<file path="src/rtl/npu_act_pkg.sv">
// Shared encodings and constants for the linear-activation producer stage.
package npu_act_pkg;

    typedef enum logic [1:0] {
        ST_CFG   = 2'd0,
        ST_RUN   = 2'd1,
        ST_DRAIN = 2'd2
    } state_t;

    localparam int unsigned COE_BASE = 0;
    localparam logic [7:0]  MAX_RST  = 8'h7F;
    localparam logic [7:0]  MIN_RST  = 8'h80;

    // Address-map helpers; the map scales with the segment count
    function automatic int unsigned bp_base(input int unsigned nseg);
        return nseg;
    endfunction

    function automatic int unsigned max_addr(input int unsigned nseg);
        return 2 * nseg - 1;
    endfunction

    function automatic int unsigned min_addr(input int unsigned nseg);
        return 2 * nseg;
    endfunction

endpackage

</file>
<file path="src/rtl/act_seg_cmp.sv">
// Breakpoint comparator: segment index is the number of breakpoints the sample meets or exceeds.
module act_seg_cmp #(
    parameter int unsigned DATA_WIDTH = 8,
    parameter int unsigned NSEG       = 8,
    parameter int unsigned SEG_W      = 3
) (
    input  logic [DATA_WIDTH-1:0]          i_dat,
    input  logic [(NSEG-1)*DATA_WIDTH-1:0] i_bp,
    output logic [SEG_W-1:0]               o_seg_c
);

    // Counting rather than priority-encoding keeps the index in range for any table order
    always_comb begin
        o_seg_c = '0;
        for (int k = 0; k < NSEG - 1; k++) begin
            if ($signed(i_dat) >= $signed(i_bp[k*DATA_WIDTH +: DATA_WIDTH])) begin
                o_seg_c = o_seg_c + SEG_W'(1);
            end
        end
    end

endmodule

</file>
<file path="src/rtl/act_seg_sel.sv">
// Producer side of the piecewise-linear activation: segment select, clamp flags, coefficient lookup.
// Optional register readback port enabled by defining ACT_SEG_SEL_READBACK_EN.
module act_seg_sel
    import npu_act_pkg::*;
#(
    parameter int unsigned COE_A_WIDTH = 8,
    parameter int unsigned COE_B_WIDTH = 16,
    parameter int unsigned DATA_WIDTH  = 8,
    parameter int unsigned NSEG        = 8,
    parameter int unsigned ADDR_WIDTH  = 5
) (
    input  logic                               i_clk,
    input  logic                               i_rst_n,
    input  logic                               i_start,
    input  logic                               i_stop,
    input  logic                               i_cfg_we,
    input  logic [ADDR_WIDTH-1:0]              i_cfg_addr,
    input  logic [COE_A_WIDTH+COE_B_WIDTH-1:0] i_cfg_wdata,
    output logic                               o_cfg_err,
`ifdef ACT_SEG_SEL_READBACK_EN
    input  logic                               i_cfg_re,
    output logic [COE_A_WIDTH+COE_B_WIDTH-1:0] o_cfg_rdata,
`endif
    input  logic                               i_valid,
    output logic                               o_in_ready,
    input  logic [DATA_WIDTH-1:0]              i_dat,
    output logic                               o_valid,
    input  logic                               i_ready,
    output logic [DATA_WIDTH-1:0]              o_dat,
    output logic [COE_A_WIDTH+COE_B_WIDTH-1:0] o_act_coe,
    output logic                               o_max_value_en,
    output logic                               o_min_value_en,
    output logic [DATA_WIDTH-1:0]              o_max_value,
    output logic [DATA_WIDTH-1:0]              o_min_value,
    output logic [1:0]                         o_state
);

    localparam int unsigned COE_W = COE_A_WIDTH + COE_B_WIDTH;
    localparam int unsigned SEG_W = (NSEG > 1) ? $clog2(NSEG) : 1;
    localparam int unsigned NBP   = NSEG - 1;
    localparam int unsigned A_BP  = bp_base(NSEG);
    localparam int unsigned A_MAX = max_addr(NSEG);
    localparam int unsigned A_MIN = min_addr(NSEG);

    state_t                      r_state;
    logic [COE_W-1:0]            r_coe [NSEG];
    logic [NBP*DATA_WIDTH-1:0]   r_bp;
    logic [DATA_WIDTH-1:0]       r_max;
    logic [DATA_WIDTH-1:0]       r_min;
    logic                        r_cfg_err;

    logic                        r_s1_valid;
    logic [DATA_WIDTH-1:0]       r_s1_dat;
    logic [SEG_W-1:0]            r_s1_seg;
    logic                        r_s1_max_en;
    logic                        r_s1_min_en;

    logic                        r_s2_valid;
    logic [DATA_WIDTH-1:0]       r_s2_dat;
    logic [COE_W-1:0]            r_s2_coe;
    logic                        r_s2_max_en;
    logic                        r_s2_min_en;

    logic                        w_en;
    logic                        w_accept;
    logic                        w_addr_ok;
    logic                        w_wr_ok;
    logic                        w_wr_err;
    logic                        w_rd_err;
    logic [SEG_W-1:0]            w_seg;
    logic                        w_max_en;
    logic                        w_min_en;

    assign w_en      = i_ready || !r_s2_valid;
    assign w_accept  = i_valid && w_en && (r_state == ST_RUN);
    assign w_addr_ok = (i_cfg_addr <= ADDR_WIDTH'(A_MIN));
    assign w_wr_ok   = i_cfg_we && w_addr_ok && (r_state == ST_CFG);
    assign w_wr_err  = i_cfg_we && !w_wr_ok;

    act_seg_cmp #(
        .DATA_WIDTH (DATA_WIDTH),
        .NSEG       (NSEG),
        .SEG_W      (SEG_W)
    ) u_cmp (
        .i_dat   (i_dat),
        .i_bp    (r_bp),
        .o_seg_c (w_seg)
    );

    // Max clamp has priority when the two ranges overlap
    assign w_max_en = ($signed(i_dat) >= $signed(r_max));
    assign w_min_en = ($signed(i_dat) <= $signed(r_min)) && !w_max_en;

    // Run-control state machine
    always_ff @(posedge i_clk or negedge i_rst_n) begin
        if (!i_rst_n) begin
            r_state <= ST_CFG;
        end else begin
            case (r_state)
                ST_CFG:   if (i_start) r_state <= ST_RUN;
                ST_RUN:   if (i_stop) r_state <= ST_DRAIN;
                ST_DRAIN: if (!r_s1_valid && !r_s2_valid) r_state <= ST_CFG;
                default:  r_state <= ST_CFG;
            endcase
        end
    end

    // Configuration tables, writable only while idle in CFG
    always_ff @(posedge i_clk or negedge i_rst_n) begin
        if (!i_rst_n) begin
            for (int k = 0; k < NSEG; k++) begin
                r_coe[k] <= '0;
            end
            r_bp  <= '0;
            r_max <= DATA_WIDTH'(MAX_RST);
            r_min <= DATA_WIDTH'(MIN_RST);
        end else if (w_wr_ok) begin
            for (int k = 0; k < NSEG; k++) begin
                if (i_cfg_addr == ADDR_WIDTH'(COE_BASE + k)) r_coe[k] <= i_cfg_wdata;
            end
            for (int k = 0; k < NBP; k++) begin
                if (i_cfg_addr == ADDR_WIDTH'(A_BP + k)) begin
                    r_bp[k*DATA_WIDTH +: DATA_WIDTH] <= i_cfg_wdata[DATA_WIDTH-1:0];
                end
            end
            if (i_cfg_addr == ADDR_WIDTH'(A_MAX)) r_max <= i_cfg_wdata[DATA_WIDTH-1:0];
            if (i_cfg_addr == ADDR_WIDTH'(A_MIN)) r_min <= i_cfg_wdata[DATA_WIDTH-1:0];
        end
    end

    always_ff @(posedge i_clk or negedge i_rst_n) begin
        if (!i_rst_n) begin
            r_cfg_err <= 1'b0;
        end else begin
            r_cfg_err <= w_wr_err || w_rd_err;
        end
    end

`ifdef ACT_SEG_SEL_READBACK_EN
    logic [COE_W-1:0] w_rdata;
    logic [COE_W-1:0] r_rdata;

    assign w_rd_err = i_cfg_re && !w_addr_ok;

    // Byte-wide entries come back sign-extended to the full word
    always_comb begin
        w_rdata = '0;
        for (int k = 0; k < NSEG; k++) begin
            if (i_cfg_addr == ADDR_WIDTH'(COE_BASE + k)) w_rdata = r_coe[k];
        end
        for (int k = 0; k < NBP; k++) begin
            if (i_cfg_addr == ADDR_WIDTH'(A_BP + k)) begin
                w_rdata = COE_W'($signed(r_bp[k*DATA_WIDTH +: DATA_WIDTH]));
            end
        end
        if (i_cfg_addr == ADDR_WIDTH'(A_MAX)) w_rdata = COE_W'($signed(r_max));
        if (i_cfg_addr == ADDR_WIDTH'(A_MIN)) w_rdata = COE_W'($signed(r_min));
    end

    always_ff @(posedge i_clk or negedge i_rst_n) begin
        if (!i_rst_n) begin
            r_rdata <= '0;
        end else if (i_cfg_re) begin
            r_rdata <= w_addr_ok ? w_rdata : '0;
        end
    end

    assign o_cfg_rdata = r_rdata;
`else
    assign w_rd_err = 1'b0;
`endif

    // Two-stage pipeline sharing one global enable so stalls freeze both stages together
    always_ff @(posedge i_clk or negedge i_rst_n) begin
        if (!i_rst_n) begin
            r_s1_valid  <= 1'b0;
            r_s1_dat    <= '0;
            r_s1_seg    <= '0;
            r_s1_max_en <= 1'b0;
            r_s1_min_en <= 1'b0;
            r_s2_valid  <= 1'b0;
            r_s2_dat    <= '0;
            r_s2_coe    <= '0;
            r_s2_max_en <= 1'b0;
            r_s2_min_en <= 1'b0;
        end else if (w_en) begin
            r_s1_valid  <= w_accept;
            r_s1_dat    <= i_dat;
            r_s1_seg    <= w_seg;
            r_s1_max_en <= w_max_en;
            r_s1_min_en <= w_min_en;
            r_s2_valid  <= r_s1_valid;
            r_s2_dat    <= r_s1_dat;
            r_s2_coe    <= r_coe[r_s1_seg];
            r_s2_max_en <= r_s1_max_en;
            r_s2_min_en <= r_s1_min_en;
        end
    end

    assign o_in_ready     = w_en && (r_state == ST_RUN);
    assign o_valid        = r_s2_valid;
    assign o_dat          = r_s2_dat;
    assign o_act_coe      = r_s2_coe;
    assign o_max_value_en = r_s2_max_en;
    assign o_min_value_en = r_s2_min_en;
    assign o_max_value    = r_max;
    assign o_min_value    = r_min;
    assign o_cfg_err      = r_cfg_err;
    assign o_state        = r_state;

endmodule

</file>
<file path="config.mk">
export PLATFORM = sky130hd
export DESIGN_NAME = act_seg_sel
export DESIGN_NICKNAME = d
export VERILOG_FILES = /design/src/rtl/npu_act_pkg.sv /design/src/rtl/act_seg_cmp.sv /design/src/rtl/act_seg_sel.sv
export SDC_FILE = /design/constraint.sdc
export NUM_CORES = 1
export LEC_CHECK = 0
export CORE_AREA = 5 5 172 174
export DETAILED_ROUTE_END_ITERATION = 8
export DIE_AREA = 0 0 177 179
export GPL_TIMING_DRIVEN = 0
export PLACE_DENSITY = 0.82
export SLEW_MARGIN = 30
export SYNTH_ARGS = -nofsm -noshare
export SYNTH_HDL_FRONTEND = slang
export SYNTH_SLANG_ARGS = --single-unit
export TNS_END_PERCENT = 5
</file>
<file path="constraint.sdc">
create_clock -name i_clk -period 13.25 [get_ports i_clk]
set_input_delay 1.325 -clock i_clk [delete_from_list [all_inputs] [get_ports i_clk]]
set_output_delay 1.325 -clock i_clk [all_outputs]
set_load 0.05 [all_outputs]
</file>
==> results.cfg <==
[clocking]
cts_tree = yes
clock_sinks = 316
clock_path_buffers = 3
cts_buffers = 34
postCtsSetupBuffers = 0
holdBufCountCts = 0
clkLatencyLatePin_ns = 0.52
clock-root-buffer = clkbuf_16
htreeDepth = 2
cts_resized = 0
cts.clk_slew.worst_paths_ns = 0.06

[yosys]
syn_nets = 1284
syn_area_per_cell_um2 = 13.1
ys_seq_area_share_pct = 51.9
synth_cell_types = 54
synthFlopType = dfrtp_1
syn_inst = 1161
async_flop_share_pct = 100
ys_ff_latch = 316
yosys_warnings = 0
synth_edf_count = 0
netlist_area_um2 = 15300

[routing]
drtIter0Drc = 741
via_per_inst = 5.72
wl_mm = 34.7
drt-pass1-iter-count = 5
drc_errors = 0
wl_per_cell_um = 20.4
route.vias.total = 9717
antenna_left = 0

[timing]
relSlewSlack_pct = 32.7
min_period_over_period_pct = 52.2
finalWorstSetupSlack_ns = 6.34
skew_ns = 0.0224
setup_viol = 0
worst_slew_pin_slew_ns = 1.01
hold_violations = 0
period_needed_ns = 6.91
fmax_ghz = 0.145
maxSlewViolCount = 0
rsz0062_at_grt = no

[grt]
grt_pass1_vias = 10400
gr-total-overflow = 0
grt_pass1_wl_mm = 56.7
grt_max_degree = 91
grt_usage_pct = 22.7
antenna_found_initial = 0

[finish]
layout_commonest_cell = dfrtp_1
drive_gt1_share_pct = 28.5
diodes = 0
mostFrequentLayoutCells = 308 x dfrtp_1, 251 x mux2_2, 118 x nand2_1
post-route-cell-area_um2 = 17900
finish.utilization_pct = 64.7
syn_to_final_growth_pct = 17.2
fin_nets = 1419

[power]
leakagePower_uw = 0.00843
ir_worst_vdd_mv = 0.0998
power_uw = 3740
power.density_nw_per_um2 = 209

[job]
cap_violations = 0

[min_path]
whs_path_depth = 2
worstHoldStart = o_dat[3]
hold_path_class = register to register
min_to = o_dat[3]

[floorplanning]
core_um2 = 27600
start_util_pct = 55.2
die_w_um = 177
num_rows = 61
die-area_um2 = 31700
die_h_um = 179
ios = 99

[worst_setup_path]
end_kind = register
worst_setup_path_start_kind = input pin
crit_arrival_ns = 7.28
timing.rr.start = r_bp[0]
worstPathMaxFanout = 10
r2r_setup_slack_ns = 7.77
cp.required_ns = 13.62
reg2regPathDepth = 25
timing.rr.end = r_s1_seg[2]
critical_path_class = input pin to register

[place]
hpwl_mm = 23.2
port_buffers = 96
place_ws_ns = 5.90
place.gp.congestion = 0.822
placed_cell_area_um2 = 16800

[outcome]
status = completed
where the power goes:
part / internal [uW] / leakage (uW) / switching, uW
Combinational: 673 / 0.00378 / 761
Sequential: 1240 / 0.00411 / 145
Clock: 536 / 0.000540 / 384
cells in the mapped netlist, types with 12 or more instances:
library cell | number | area (um^2)
buf_1 | 12 | 45.0
nand2_1 | 118 | 443
ha_1 | 79 | 988
mux4_2 | 48 | 1080
mux2i_1 | 29 | 290
mux2_2 | 251 | 2830
dfrtp_1 | 308 | 7710
clkbuf_1 | 43 | 161
a21oi_1 | 14 | 70.1
o21ai_0 | 58 | 290
nor2b_1 | 13 | 81.3
inv_1 | 73 | 274
registers in the layout (all words and copies together), names as in the netlist:
signal and count:
r_bp 56, o_cfg_err 1, o_state 2, r_s1_dat 8, o_act_coe 24, o_min_value_en 1, o_max_value_en 1, r_s1_valid 1
o_valid 1, o_min_value 8, r_s1_min_en 1, o_max_value 8, r_s1_max_en 1, r_s1_seg 3, r_coe 192, o_dat 8
logic make-up after synthesis:
| logic type | synth area share, % |
|---|---|
| AO/OA/AOI/OAI | 4.40 |
| buffers and inverters | 3.37 |
| flip-flops | 51.9 |
| multiplexers | 27.5 |
| AND/OR/NAND/NOR | 5.56 |
| adder cells (fa/ha/maj) | 6.48 |
| XOR/XNOR | 0.803 |
cell type report:
class / count / area [um^2]
Tap cell: 378 / 473
Clock inverter: 8 / 66.3
Clock buffer: 54 / 1030
Fill cell: 2038 / 9750
Sequential cell: 316 / 7920
Timing Repair Buffer: 99 / 1050
Buffer: 60 / 243
Multi-Input combinational cell: 712 / 6830
Inverter: 73 / 274
through the flow:
stage | cells | hold slack [ns] | setup TNS (ns)
floorplan | 1161 | 0.439 | 0
global placement | 1635 | 0.453 | -798.77
detailed placement | 1638 | 0.457 | 0
CTS | 1700 | 0.471 | 0
global route | 1700 | 0.483 | 0
finish | 1700 | 0.463 | 0
worst max-delay path, stage by stage:
cell and delay [ns]:
clkdlybuf4s50_1 0.40, inv_1 0.51, ha_1 0.34, nand2b_1 0.14, a21o_1 0.17, a21o_1 0.17, a21o_1 0.18, a21o_1 0.17
a21oi_1 0.18, nor2b_1 0.09, o22ai_1 0.20, ha_1 0.27, buf_4 0.18, xor2_2 0.18, ha_1 0.32, xor2_1 0.17
mux2i_1 0.26, xor2_1 0.19, nand2_1 0.06, o21ai_0 0.09, ha_1 0.25, a221o_1 0.35, ha_1 0.23, o211ai_1 0.14
xnor3_1 0.36, xor2_1 0.22, a21oi_1 0.09
worst max path at each step:
stage / from / endpoint / slack (ns) / cells past startpoint
final: i_dat[0] / r_s1_seg[2] / 6.34 / 27
after CTS: i_dat[0] / r_s1_seg[2] / 6.38 / 27
after floorplan: i_dat[0] / r_s1_seg[2] / 7.18 / 26
after global placement: i_rst_n / o_act_coe[10] / -2.62 / 1
after detailed placement: i_dat[0] / r_s1_seg[2] / 5.90 / 27
after global routing: i_dat[0] / r_s1_seg[2] / 5.95 / 27
routing by layer:
metal  track usage, %  vias to the layer above  routed length, um
li1                 -                     4402                  -
met3             3.67                       64               1660
met4             6.19                        0                845
met2             37.5                      213              16900
met5                0                        -                  0
met1             31.6                     5038              15300
Note: power is estimated with default switching activity, not from simulation.
